`config.mk`:
```
export PLATFORM = sky130hd
export DESIGN_NAME = ir_chunk_loader_flat
export DESIGN_NICKNAME = d
export VERILOG_FILES = /design/src/rtl/ir_pkg.sv /design/src/rtl/ir_chunk_loader_if.sv /design/src/rtl/ir_lane_writer.sv /design/src/rtl/ir_chunk_loader.sv /design/src/flat_wrapper.sv
export SDC_FILE = /design/constraint.sdc
export NUM_CORES = 1
export LEC_CHECK = 0
export CAP_MARGIN = 20
export CORE_MARGIN = 3
export CORE_UTILIZATION = 40
export CTS_CLUSTER_DIAMETER = 40
export DETAILED_ROUTE_END_ITERATION = 10
export GPL_ROUTABILITY_DRIVEN = 1
export HOLD_SLACK_MARGIN = 0.05
export PLACE_DENSITY = 0.73
export SLEW_MARGIN = 20
export SYNTH_ARGS = -nofsm -noshare
export SYNTH_HDL_FRONTEND = slang
export SYNTH_SLANG_ARGS = --single-unit
export TNS_END_PERCENT = 30
```
`constraint.sdc`:
```
create_clock -name clk -period 4.7 [get_ports clk]
set_input_delay 0.705 -clock clk [delete_from_list [all_inputs] [get_ports clk]]
set_output_delay 0.705 -clock clk [all_outputs]
set_load 0.02 [all_outputs]
```
`src/rtl/ir_pkg.sv`:
```
// Shared definitions for the chunk-loaded instruction register:
// function-select encodings, fill-state enum and a width helper.
package ir_pkg;

  localparam logic [1:0] FS_CLR  = 2'b00;
  localparam logic [1:0] FS_LOAD = 2'b01;
  localparam logic [1:0] FS_DEC  = 2'b10;
  localparam logic [1:0] FS_INC  = 2'b11;

  typedef enum logic [1:0] {
    IDLE = 2'd0,
    FILL = 2'd1,
    DONE = 2'd2
  } fill_state_e;

  // Ceiling log2, never less than 1 so a counter always has at least one bit.
  function automatic int clog2(input int n);
    int r;
    r = 0;
    for (int i = 0; i < 32; i++) begin
      if ((1 << r) < n) r = r + 1;
    end
    return (r < 1) ? 1 : r;
  endfunction

endpackage

```
`src/rtl/ir_chunk_loader_if.sv`:
```
// Narrow memory-bus handshake feeding the instruction register:
// one BUS_WIDTH chunk per valid/ready transfer.
interface ir_chunk_loader_if #(
  parameter int BUS_WIDTH = 8
);
  logic [BUS_WIDTH-1:0] i_chunk;
  logic                 i_valid;
  logic                 i_ready;

  modport master (output i_chunk, output i_valid, input i_ready);
  modport slave  (input i_chunk, input i_valid, output i_ready);
endinterface

```
`src/rtl/ir_lane_writer.sv`:
```
// Maps the current chunk index to a one-hot lane write-enable, honouring
// the chunk arrival order (LSB-first or MSB-first).
module ir_lane_writer #(
  parameter int NCHUNK     = 2,
  parameter int HIGH_FIRST = 0,
  parameter int IDX_W      = 1
) (
  input  logic              wr_en,
  input  logic [IDX_W-1:0]  chunk_idx,
  output logic [NCHUNK-1:0] lane_we
);

  // Select the destination lane of the chunk being accepted this cycle.
  always_comb begin
    // NOTE: default first so every path assigns lane_we and no latch is inferred.
    lane_we = '0;
    for (int j = 0; j < NCHUNK; j++) begin
      if (HIGH_FIRST != 0) lane_we[j] = wr_en && (int'(chunk_idx) == NCHUNK - 1 - j);
      else                 lane_we[j] = wr_en && (int'(chunk_idx) == j);
    end
  end

endmodule

```
`src/rtl/ir_chunk_loader.sv`:
```
// Parametrised instruction register filled chunk-by-chunk from a narrow
// memory bus, with clear/load/decrement/increment function select and a
// wrap-around pulse. Sits between the memory data bus and the decoder.
module ir_chunk_loader
  import ir_pkg::*;
#(
  parameter int IR_WIDTH   = 16,
  parameter int BUS_WIDTH  = 8,
  parameter int HIGH_FIRST = 0
) (
  input  logic                                   clk,
  input  logic                                   rst_n,
  input  logic                                   e,
  input  logic [1:0]                             funsel,
  input  logic                                   abort,
  ir_chunk_loader_if.slave                       bus,
  output logic [IR_WIDTH-1:0]                    ir_out,
  output logic                                   ir_valid,
  output logic                                   busy,
  output logic [clog2(IR_WIDTH/BUS_WIDTH)-1:0]   chunk_idx,
  output logic                                   wrap
);

  localparam int NCHUNK = IR_WIDTH / BUS_WIDTH;
  localparam int IDX_W  = clog2(NCHUNK);
  localparam logic [IDX_W-1:0] LAST_IDX = IDX_W'(NCHUNK - 1);

  // A register narrower than two chunks, or not a whole number of chunks,
  // has no meaningful fill sequence.
  if (NCHUNK < 2 || NCHUNK * BUS_WIDTH != IR_WIDTH) begin : g_bad_params
    $error("ir_chunk_loader: IR_WIDTH must be a multiple (>=2) of BUS_WIDTH");
  end

  fill_state_e       state;
  logic [NCHUNK-1:0] lane_we;
  logic              handshake;

  assign busy        = (state == FILL);
  assign bus.i_ready = (state == FILL) && e && !abort;
  assign handshake   = bus.i_valid && bus.i_ready;

  ir_lane_writer #(
    .NCHUNK     (NCHUNK),
    .HIGH_FIRST (HIGH_FIRST),
    .IDX_W      (IDX_W)
  ) u_lane_writer (
    .wr_en     (handshake),
    .chunk_idx (chunk_idx),
    .lane_we   (lane_we)
  );

  // Fill FSM, chunk counter, lane capture and clear/inc/dec in one register block.
  always_ff @(posedge clk or negedge rst_n) begin
    if (!rst_n) begin
      state     <= IDLE;
      ir_out    <= '0;
      ir_valid  <= 1'b0;
      chunk_idx <= '0;
      wrap      <= 1'b0;
    end else begin
      // NOTE: non-blocking throughout so every register sees pre-edge values.
      wrap <= 1'b0;
      if (e) begin
        case (state)
          FILL: begin
            if (abort) begin
              state     <= IDLE;
              chunk_idx <= '0;
            end else if (bus.i_valid) begin
              for (int j = 0; j < NCHUNK; j++) begin
                if (lane_we[j]) ir_out[j*BUS_WIDTH +: BUS_WIDTH] <= bus.i_chunk;
              end
              if (chunk_idx == LAST_IDX) begin
                state     <= DONE;
                ir_valid  <= 1'b1;
                chunk_idx <= '0;
              end else begin
                chunk_idx <= chunk_idx + IDX_W'(1);
              end
            end
          end
          default: begin
            case (funsel)
              FS_CLR: begin
                ir_out   <= '0;
                ir_valid <= 1'b0;
                state    <= IDLE;
              end
              FS_LOAD: begin
                state     <= FILL;
                chunk_idx <= '0;
                ir_valid  <= 1'b0;
              end
              FS_DEC: begin
                ir_out <= ir_out - IR_WIDTH'(1);
                wrap   <= (ir_out == '0);
              end
              default: begin
                ir_out <= ir_out + IR_WIDTH'(1);
                wrap   <= (ir_out == '1);
              end
            endcase
          end
        endcase
      end
    end
  end

endmodule

```
`src/flat_wrapper.sv`:
```
// flat-port wrapper written by rule: the top's interface ports become plain ports
module ir_chunk_loader_flat import ir_pkg::*;
#(
  parameter int IR_WIDTH   = 16,
  parameter int BUS_WIDTH  = 8,
  parameter int HIGH_FIRST = 0
)
  (clk, rst_n, e, funsel, abort, ir_out, ir_valid, busy, chunk_idx, wrap, bus_i_chunk, bus_i_valid, bus_i_ready);
  ir_chunk_loader_if #(.BUS_WIDTH(BUS_WIDTH)) bus_i ();
  input  logic clk;
  input  logic rst_n;
  input  logic e;
  input  logic [1:0] funsel;
  input  logic abort;
  output logic [IR_WIDTH-1:0] ir_out;
  output logic ir_valid;
  output logic busy;
  output logic [clog2(IR_WIDTH/BUS_WIDTH)-1:0] chunk_idx;
  output logic wrap;
  input wire logic [$bits(bus_i.i_chunk)-1:0] bus_i_chunk;
  input wire logic [$bits(bus_i.i_valid)-1:0] bus_i_valid;
  output wire logic [$bits(bus_i.i_ready)-1:0] bus_i_ready;
  assign bus_i.i_chunk = bus_i_chunk;
  assign bus_i.i_valid = bus_i_valid;
  assign bus_i_ready = bus_i.i_ready;
  ir_chunk_loader #(.IR_WIDTH(IR_WIDTH), .BUS_WIDTH(BUS_WIDTH), .HIGH_FIRST(HIGH_FIRST)) u_core (.clk(clk), .rst_n(rst_n), .e(e), .funsel(funsel), .abort(abort), .bus(bus_i), .ir_out(ir_out), .ir_valid(ir_valid), .busy(busy), .chunk_idx(chunk_idx), .wrap(wrap));
endmodule
```
Word level (Yosys, flattened, before mapping):

Index checks and enable logic that the tools add are counted.

* input port bits: 15
* ROM bits: 0
* output and inout port bits: 21
* memories kept: 0
* RAM bits: 0
* bits in latches: 0
* register bits after elaboration: 21

* equal/unequal tests: 12
* multiply operators: 0
* shift-type cells: 0
* order comparisons: 0
* muxes and demuxes: 24
* div/mod/pow operators: 0
* reductions and logical operators: 17
* $add $sub $neg: 3
* bitwise gates (word level): 1

Operators with widths (number)
* $mux W16: 3
* $pmux W16 S3: 1
* $add A16 B1 Y16 const B: 1
* $eq A16 B16 Y1 const B: 1
* $logic_not A16 Y1: 1
* $mux W8: 2
* $sub A16 B1 Y16 const B: 1
* $reduce_and A5 Y1: 3
* $mux W1: 12
* $mux W2: 4
* $ne A2 B1 Y1 const B: 4
* $ne A3 B2 Y1 const B: 2
* $logic_and A1 B1 Y1: 5
* $eq A2 B1 Y1 const B: 2
* $ne A2 B2 Y1 const B: 2
* $pmux W2 S2: 1
* $reduce_and A4 Y1: 1
* $reduce_bool A2 Y1: 2
* $reduce_and A3 Y1: 1
* $reduce_bool A3 Y1: 1
* $eq A2 B2 Y1 const B: 1
* $logic_not A2 Y1: 1
* $pmux W1 S2: 1
* $reduce_or A2 Y1: 1
* 3 further kinds: 3

Logic depth before layout (Yosys ltp):

Gate-level depths: netlist of run 1.

* depth in word-level cells: 9
* gate-level depth with buffers: 11

Modules after synthesis:

Synthesis of run 1 repeated with hierarchy kept, for this count alone.

* cells, all modules: 228
* area, all modules: 1762.9 sq um

Modules (own cells, without submodules)
* ir_chunk_loader: area each 1746.7 sq um, cells each 226, instances 1
* ir_lane_writer: area each 16.3 sq um, cells each 2, instances 1

Worst setup path after synthesis of run 1:

Ideal clock, no wire load.

* path type: input-to-reg
* start point: input funsel[0]
* end point: register u_core.ir_out[14]
* path slack: 2.168 ns
* cell stages on the path: 10
* data arrival time: 2.402 ns
* cell sequence: nand2b_1 > buf_2 > clkbuf_8 > xnor2_1 > ha_1 > nor3_2 > o211ai_1 > a211oi_1 > nor4_1 > nand3b_1

* longest elaborated chain between the ends: 3
* elaborated cells on any way between the ends: 7
* those cells by class: eq/ne (3); mux (2); reduce/logical (2)

Ends and longest elaborated chain
* start, declared: RTL line flat_wrapper.sv:13 `input logic [1:0] funsel;`
* $eq A2 B1 Y1 (tied with other cells): RTL line ir_chunk_loader.sv:83 `case (funsel)`
* $ne A2 B2 Y1 (no line) or $pmux W16 S3 (tied branches)
* $reduce_and A5 Y1 (no line) or $mux W16 (tied branches)
* end signal, assigned by index: RTL line ir_chunk_loader.sv:71 `if (lane_we[j]) ir_out[j*BUS_WIDTH +: BUS_WIDTH] <= bus.i_chunk;`
* end signal, assigned: RTL line ir_chunk_loader.sv:95 `ir_out <= ir_out - IR_WIDTH'(1);`
* end signal, assigned: RTL line ir_chunk_loader.sv:99 `ir_out <= ir_out + IR_WIDTH'(1);`
* end, declared: RTL line ir_chunk_loader.sv:17 `output logic [IR_WIDTH-1:0] ir_out,`

Several ways; a longest one is shown, not always the timed one.
A chain may end at the register's enable or synchronous reset.

Worst setup path after layout of run 1:

* start point: input funsel[0]
* end point: register u_core.ir_out[15]

The elaborated chain is that of the path after synthesis.

==> results.cfg, run 1 <==
[status]
status = finished clean

[synthesis]
yosysTopAreaCellShare = 0.295
synth_area_leaders = dfrtp_1 (29%), o21ai_0 (6.5%), nor2_1 (5.3%)
synth_warnings = 0
synth.largest_area_cell = dfrtp_1
syn_area_per_cell_sq_um = 8.22
synth_nets = 234
yosys-top-cells-count = nor2_1 (25), o21ai_0 (23), dfrtp_1 (21), nand2_1 (14), a21oi_1 (9)
async_flop_share = 1.00
synthDistinctLibCells = 62
yosysSeqAreaShare = 0.295
synth-main-ff-cell = dfrtp_1
synth_area_sq_mm = 0.00178
syn_inst = 217
synth_most_common_cell = nor2_1
synth_edf_count = 0
synth-seq-cells = 21

[setup_path]
r2r-end = u_core.ir_out[15]
cp-start-kind = input port
arrival_ps = 3400
reg2reg_slack_ps = 2240
reg2reg_from = u_core.state[1]
critical_path_peak_fanout = 12
critical_path_class = input port to register
cp.required_ps = 4850
crit_path_end_kind = register
rr_worst_depth = 7

[job]
maxCapViolations = 0

[finish]
antenna_cells = 0
drive_gt1_frac = 0.0902
area_growth_pct = 20.3
fin_util = 0.518
nNetsFinal = 262
final_design_area_no_fill_sq_mm = 0.00215
instances_no_fill = 294

[timing]
maxSlewHeadroom = 0.337
tightest_slew_ps = 988
finalCritPeriodShare = 0.690
finalHoldViolCount = 0
rsz0062_at_grt = false
min_period_ps = 3240
fin_skew_ps = 9.45
setup_viol_count_final = 0
fmax_mhz = 308
maxSlewViolCount = 0
setup_tns_ps = 0

[power_and_ir_drop]
p_sw_frac = 0.488
power_leakage_nw = 0.816
p_int_w = 0.000610
power_w = 0.00119
clockPowerShare = 0.102
combinationalPowerShare = 0.553
ir_worst_vdd_v = 0.000306
power_density_mw_per_mm2 = 556
seqPwrFrac = 0.345
p_switching_w = 0.000582

[cts]
cts_hold_buffers = 0
clock_path_buffers = 2
clk_latency_ps = 270
root_buffer = clkbuf_8
tritoncts = built
cts_resized = 0
cts.sink_count = 21
clkTransAtPathRegs_ps = 80
post-cts-setup-buffer-count = 0
cts-buffers-inserted = 3
h-tree-depth = 1

[global_route]
grt_pass1_vias = 1643
grt_use_total = 0.206
antenna_found_initial = 0
overflow = 0
grt_max_degree = 24
grt_pass1_wl_um = 8600

[floorplan]
die_h_um = 72.8
dieArea_sq_mm = 0.00530
rows = 23
start_util = 0.431
core_area_sq_mm = 0.00414
ios = 36
die_w_um = 72.8

[placement]
dpl_cell_area_sq_mm = 0.00211
gp_congestion = 0.875
place.port_buffers = 35
hpwl_um = 3650
dp.cells = 290

[min_path]
hold_path_class = input port to asynchronous set/reset pin

[drt]
routed_wl_um = 5030
routed_via_density = 6.09
drtIter0Drc = 133
post_drt_wl_per_cell_um = 17.1
drtPass1Iterations = 4
antenna_left = 0
drc_errors = 0
dr_total_vias = 1791
[logic make-up (layout without fill, tap and decap cells)]
group / count (synthesis) / in the layout / share of synthesized area
buffers and inverters: 22 / 49 / 0.0785
DFF: 21 / 21 / 0.295
AOI/OAI and AO/OA: 79 / 79 / 0.308
muxes: 2 / 2 / 0.0119
adders and majority gates: 2 / 2 / 0.0140
xor gates and xnor gates: 1 / 1 / 0.00491
and+or+nand+nor: 90 / 90 / 0.288
[sequential cells by signal, indices dropped and copies added, names as in the netlist]
| signal | flops |
|---|---|
| u_core.wrap | 1 |
| u_core.ir_valid | 1 |
| u_core.chunk_idx | 1 |
| u_core.state | 2 |
| u_core.ir_out | 16 |
[through the flow]
stage               setup WS, ps  hold WS [ps]
floorplan                   2170           409
global placement            1250           499
detailed placement          1220           495
CTS                         1510           516
global route                1290           434
finish                      1460           406
[power groups by stage]
stage                     combinational [W]  sequential [W]  clock (W)
final                              0.000659        0.000411   0.000122
after global placement             0.000653        0.000414          0
after CTS                          0.000659        0.000410   0.000128
after global routing               0.000724        0.000434   0.000134
after detailed placement           0.000657        0.000413          0
after floorplan                    0.000420        0.000418          0
[cells in the final DEF, fill, tap and decap left out, drive strengths merged, types with 7 or more instances in the layout]
master,n
nand2,14
o21ai,27
nor4,9
a22oi,7
clkdlybuf4s50,34
nor3,7
inv,7
nor2,25
a21oi,10
dfrtp,21
[worst max path at each step]
stage,from,to,slack [ps],depth (start not counted)
floorplan,funsel[0],u_core.ir_out[14],2170,10
global placement,funsel[0],u_core.ir_out[15],1250,9
detailed placement,funsel[0],u_core.ir_out[15],1220,9
CTS,funsel[0],u_core.ir_out[15],1510,9
global route,funsel[0],u_core.ir_out[15],1290,9
finish,funsel[0],u_core.ir_out[15],1460,9
[per-layer routing]
layer / up-vias / GRT usage / share of wire
li1: 892 / - / -
met1: 855 / 0.315 / 0.51
met2: 38 / 0.301 / 0.45
met3: 6 / 0.0358 / 0.032
met4: 0 / 0.0430 / 0.013
met5: - / 0 / 0
[worst max-delay path: stages]
cell             delay (ps)
clkdlybuf4s50_1         630
nand2b_1                450
inv_2                   200
ha_1                    410
inv_1                   100
nor4_1                  280
a32o_1                  200
nor4_1                   50
or3b_1                  370
[final cells by class]
cell class                 instances  area [sq um]
clock buffer                       4          45.0
fill                             436          2000
inverter                           7          26.3
multi-input combinational        174          1120
sequential                        21           526
tap                               50          62.6
timing repair buffer              38           368
Power figures use the tool's default switching activity.
==> inputs of run 2 (changes only) <==
==> constraint.sdc (replaced) <==
create_clock -name clk -period 3.3 [get_ports clk]
set_input_delay 0.495 -clock clk [delete_from_list [all_inputs] [get_ports clk]]
set_output_delay 0.495 -clock clk [all_outputs]
set_load 0.02 [all_outputs]
==> results.cfg, run 2 (synthesis gave the netlist of run 1 again) <==
[finish]
fillCellCount = 405
reg.largest.list = u_core.ir_out: 16 flops, u_core.state: 2 flops
largest_reg_flops = 16
area_growth_pct = 22.4
layout_common_cells = clkdlybuf4s50_1 (34), nor2_1 (25), o21ai_0 (23)
nNetsFinal = 267
multiInputGateArea_sq_mm = 0.00112
final_common_cell = clkdlybuf4s50_1
register_area_sq_um = 526
antenna_cells = 0
drive_gt1_frac = 0.108
instances_no_fill = 299
fin_util = 0.527
top_register = u_core.ir_out

[setup_path]
reg2reg_from = u_core.state[1]
crit_path_start = u_core.state[1]
crit_path_end_kind = output port
cp_cell_sequence = nand2b_1, inv_1, and3_1, clkdlybuf4s50_1
critical_path_peak_fanout = 23
path_delay_family = buffers and inverters
critical_path_class = register to output port
cp_slowest_cell = clkdlybuf4s50_1
slowest_delay_ps = 610
path_buf_inv = 2
cp.required_ps = 2800
arrival_ps = 2340
cp-start-kind = register

[drt]
routed_wl_um = 5130
post_drt_wl_per_cell_um = 17.1
routed_via_density = 6.24
drtIter0Drc = 204
dr_total_vias = 1866
drc_errors = 0
antenna_left = 0
drtPass1Iterations = 4

[power_and_ir_drop]
p_sw_frac = 0.489
combinationalPowerShare = 0.554
p_int_w = 0.000878
power_leakage_nw = 0.840
clockPowerShare = 0.103
ir_worst_vdd_v = 0.000355
p_switching_w = 0.000838
power_density_mw_per_mm2 = 786
seqPwrFrac = 0.343
power_w = 0.00172

[placement]
place.port_buffers = 35
hpwl_um = 3720
dp.cells = 295
gp_congestion = 0.924

[global_route]
antenna_found_initial = 0
met3_usage = 0.0248
grt_max_degree = 24
use_met1 = 0.314
grt_pass1_vias = 1714
grt.busiest_layer = met1
grt_pass1_wl_um = 8680
grt_use_total = 0.205
overflow = 0
met2_usage = 0.302

[cts]
tritoncts = built
cts.sink_count = 21
cts-buffers-inserted = 3
clk_latency_ps = 260
clock_path_buffers = 2
cts_hold_buffers = 0
cts_resized = 0
post-cts-setup-buffer-count = 0
root_buffer = clkbuf_8
clkTransAtPathRegs_ps = 80
h-tree-depth = 1

[timing]
fmax_mhz = 353
maxSlewHeadroom = 0.529
fin_skew_ps = 3.16
finalHoldViolCount = 0
finalCritPeriodShare = 0.858
setup_tns_ps = 0
rsz0062_at_grt = false
min_period_ps = 2830
tightest_slew_ps = 706
maxSlewViolCount = 0
setup_viol_count_final = 0

[floorplan]
start_util = 0.431
rows = 23
ios = 36
die_w_um = 72.8
core_area_sq_mm = 0.00414
die_h_um = 72.8
dieArea_sq_mm = 0.00530

[status]
status = finished clean

[min_path]
hold_path_class = input port to asynchronous set/reset pin

[job]
maxCapViolations = 0
## run 2: changes by cell type in the layout (fill, tap and decap cells not counted)
| cell | previous run | this run |
|---|---|---|
| buf_4 | 3 | 8 |
## run 2: cell type report
| type | count | area share |
|---|---|---|
| clock buffers | 4 | 0.0206 |
| repair buffers | 43 | 0.186 |
| flip-flops and latches | 21 | 0.241 |
| inverters | 7 | 0.0120 |
| well taps | 50 | 0.0287 |
| multi-input cells | 174 | 0.512 |
## run 2: power by group through the flow
stage	clock network, W	logic [W]	registers (W)
after floorplan	0	0.000598	0.000596
after global routing	0.000197	0.00104	0.000618
after CTS	0.000182	0.000951	0.000584
final	0.000177	0.000951	0.000588
after global placement	0	0.000942	0.000591
after detailed placement	0	0.000946	0.000588
## run 2: routing by layer
layer	up-vias	wire length (um)
li1	903	-
met1	889	2410
met2	70	2360
met3	4	312
met4	0	44
met5	-	0
## run 2: path summary, 6_finish.rpt
path / cells after the start / endpoint / slack (ps)
max: 4 / bus_i_ready / 470
min reg2reg: 1 / u_core.state[1] / 500
min: 1 / u_core.ir_out[11] / 190
min in group clk: 1 / u_core.state[1] / 500
max in group asynchronous: 1 / u_core.chunk_idx / 2770
max reg2reg: 7 / u_core.ir_out[15] / 800
## run 2: through the flow
step	hold WS (ps)	worst slack, ps	instance area [sq um]
after floorplan	199	978	1780
after global placement	487	502	2140
after detailed placement	488	475	2140
after CTS	509	463	2190
after global routing	221	340	2180
final	191	468	2180
==> inputs of run 3 (changes only) <==
--- a/config.mk
+++ b/config.mk
@@ -13,7 +13,7 @@
 export GPL_ROUTABILITY_DRIVEN = 1
 export HOLD_SLACK_MARGIN = 0.05
 export PLACE_DENSITY = 0.73
-export SLEW_MARGIN = 20
+export SLEW_MARGIN = 5
 export SYNTH_ARGS = -nofsm -noshare
 export SYNTH_HDL_FRONTEND = slang
 export SYNTH_SLANG_ARGS = --single-unit
==> results.cfg, run 3 (synthesis gave the netlist of run 1 again) <==
[floorplan]
rows = 23
die_h_um = 72.8
die_w_um = 72.8
ios = 36
dieArea_sq_mm = 0.00530
start_util = 0.431
core_area_sq_mm = 0.00414

[timing]
finalHoldViolCount = 0
fmax_mhz = 350
tightest_slew_ps = 728
fin_skew_ps = 4.02
setup_viol_count_final = 0
min_period_ps = 2850
maxSlewHeadroom = 0.514
finalCritPeriodShare = 0.865
maxSlewViolCount = 0
rsz0062_at_grt = false
setup_tns_ps = 0

[placement]
gp_congestion = 0.924
place.port_buffers = 35
dpl_cell_area_sq_mm = 0.00214
hpwl_um = 3720

[cts]
h-tree-depth = 1
clock_path_buffers = 2
cts-buffers-inserted = 3
cts_hold_buffers = 0
clkTransAtPathRegs_ps = 80
post-cts-setup-buffer-count = 0
root_buffer = clkbuf_8
cts_resized = 0
tritoncts = built
clk_latency_ps = 260
cts.sink_count = 21

[global_route]
antenna_found_initial = 0
grt_pass1_vias = 1714
overflow = 0
grt_pass1_wl_um = 8680
grt_max_degree = 24
grt_use_total = 0.205

[min_path]
hold_start = u_core.state[1]
hold_path_class = register to register

[setup_path]
crit_path_end_kind = output port
reg2reg_slack_ps = 780
crit_path_end = bus_i_ready
cp_slowest_cell = clkdlybuf4s50_1
critical_path_class = register to output port
arrival_ps = 2360
cp.required_ps = 2800
crit_cells = 4
r2r-end = u_core.ir_out[15]
critical_path_peak_fanout = 23
cp-start-kind = register
crit_path_start = u_core.state[1]
cp_cell_sequence = nand2b_1, inv_1, and3_1, clkdlybuf4s50_1
slowest_delay_ps = 600
path_delay_family = buffers and inverters
reg2reg_from = u_core.state[1]
path_buf_inv = 2
rr_worst_depth = 7

[finish]
antenna_cells = 0
nNetsFinal = 268
final_design_area_no_fill_sq_mm = 0.00220
largest_reg_flops = 16
final_common_cell = clkdlybuf4s50_1
area_growth_pct = 23.5
fin_util = 0.532
reg.largest.list = u_core.ir_out: 16 flops, u_core.state: 2 flops
top_register = u_core.ir_out
layout_common_cells = clkdlybuf4s50_1 (35), nor2_1 (25), o21ai_0 (23)
drive_gt1_frac = 0.108

[drt]
routed_wl_um = 5130
drtIter0Drc = 185
post_drt_wl_per_cell_um = 17.1
antenna_left = 0
dr_total_vias = 1893
drtPass1Iterations = 4
routed_via_density = 6.31
drc_errors = 0

[power_and_ir_drop]
power_density_mw_per_mm2 = 780
combinationalPowerShare = 0.555
power_w = 0.00172
p_sw_frac = 0.488
p_int_w = 0.000880
seqPwrFrac = 0.342
ir_worst_vdd_v = 0.000354
p_switching_w = 0.000839
power_leakage_nw = 0.847
clockPowerShare = 0.103

[status]
status = finished clean

[job]
maxCapViolations = 0
-- run 3: routing by layer --
layer / vias up / share of wire / GRT usage
met5: - / 0 / 0
met4: 0 / 0.016 / 0.0574
met3: 11 / 0.060 / 0.0248
met2: 82 / 0.45 / 0.302
met1: 897 / 0.48 / 0.314
li1: 903 / - / -
-- run 3: worst min-delay path by stage --
stage,endpoint,slack (ps),cells after the start
floorplan,u_core.chunk_idx,200,0
detailed placement,u_core.state[1],490,1
CTS,u_core.state[1],510,1
global route,u_core.state[1],530,1
finish,u_core.state[1],510,1
global placement,u_core.state[1],490,1
-- run 3: per-stage QoR --
| stage | setup WS [ps] | hold slack, ps | instances |
|---|---|---|---|
| floorplan | 978 | 199 | 217 |
| global placement | 502 | 487 | 295 |
| detailed placement | 475 | 488 | 295 |
| CTS | 463 | 509 | 299 |
| global route | 340 | 530 | 300 |
| finish | 446 | 506 | 300 |
-- run 3: final cells by class --
class	instances	area (sq um)
fill	400	1940
inverter	7	26.3
clock buffer	4	45.0
timing repair buffer	44	425
tap	50	62.6
sequential	21	526
multi-input combinational	174	1120
-- run 3: power groups by stage --
stage               Sequential [W]  Combinational [W]  Clock, W
floorplan                 0.000596           0.000598         0
global placement          0.000591           0.000942         0
detailed placement        0.000588           0.000946         0
CTS                       0.000584           0.000951  0.000182
global route              0.000618            0.00104  0.000197
finish                    0.000587           0.000954  0.000178
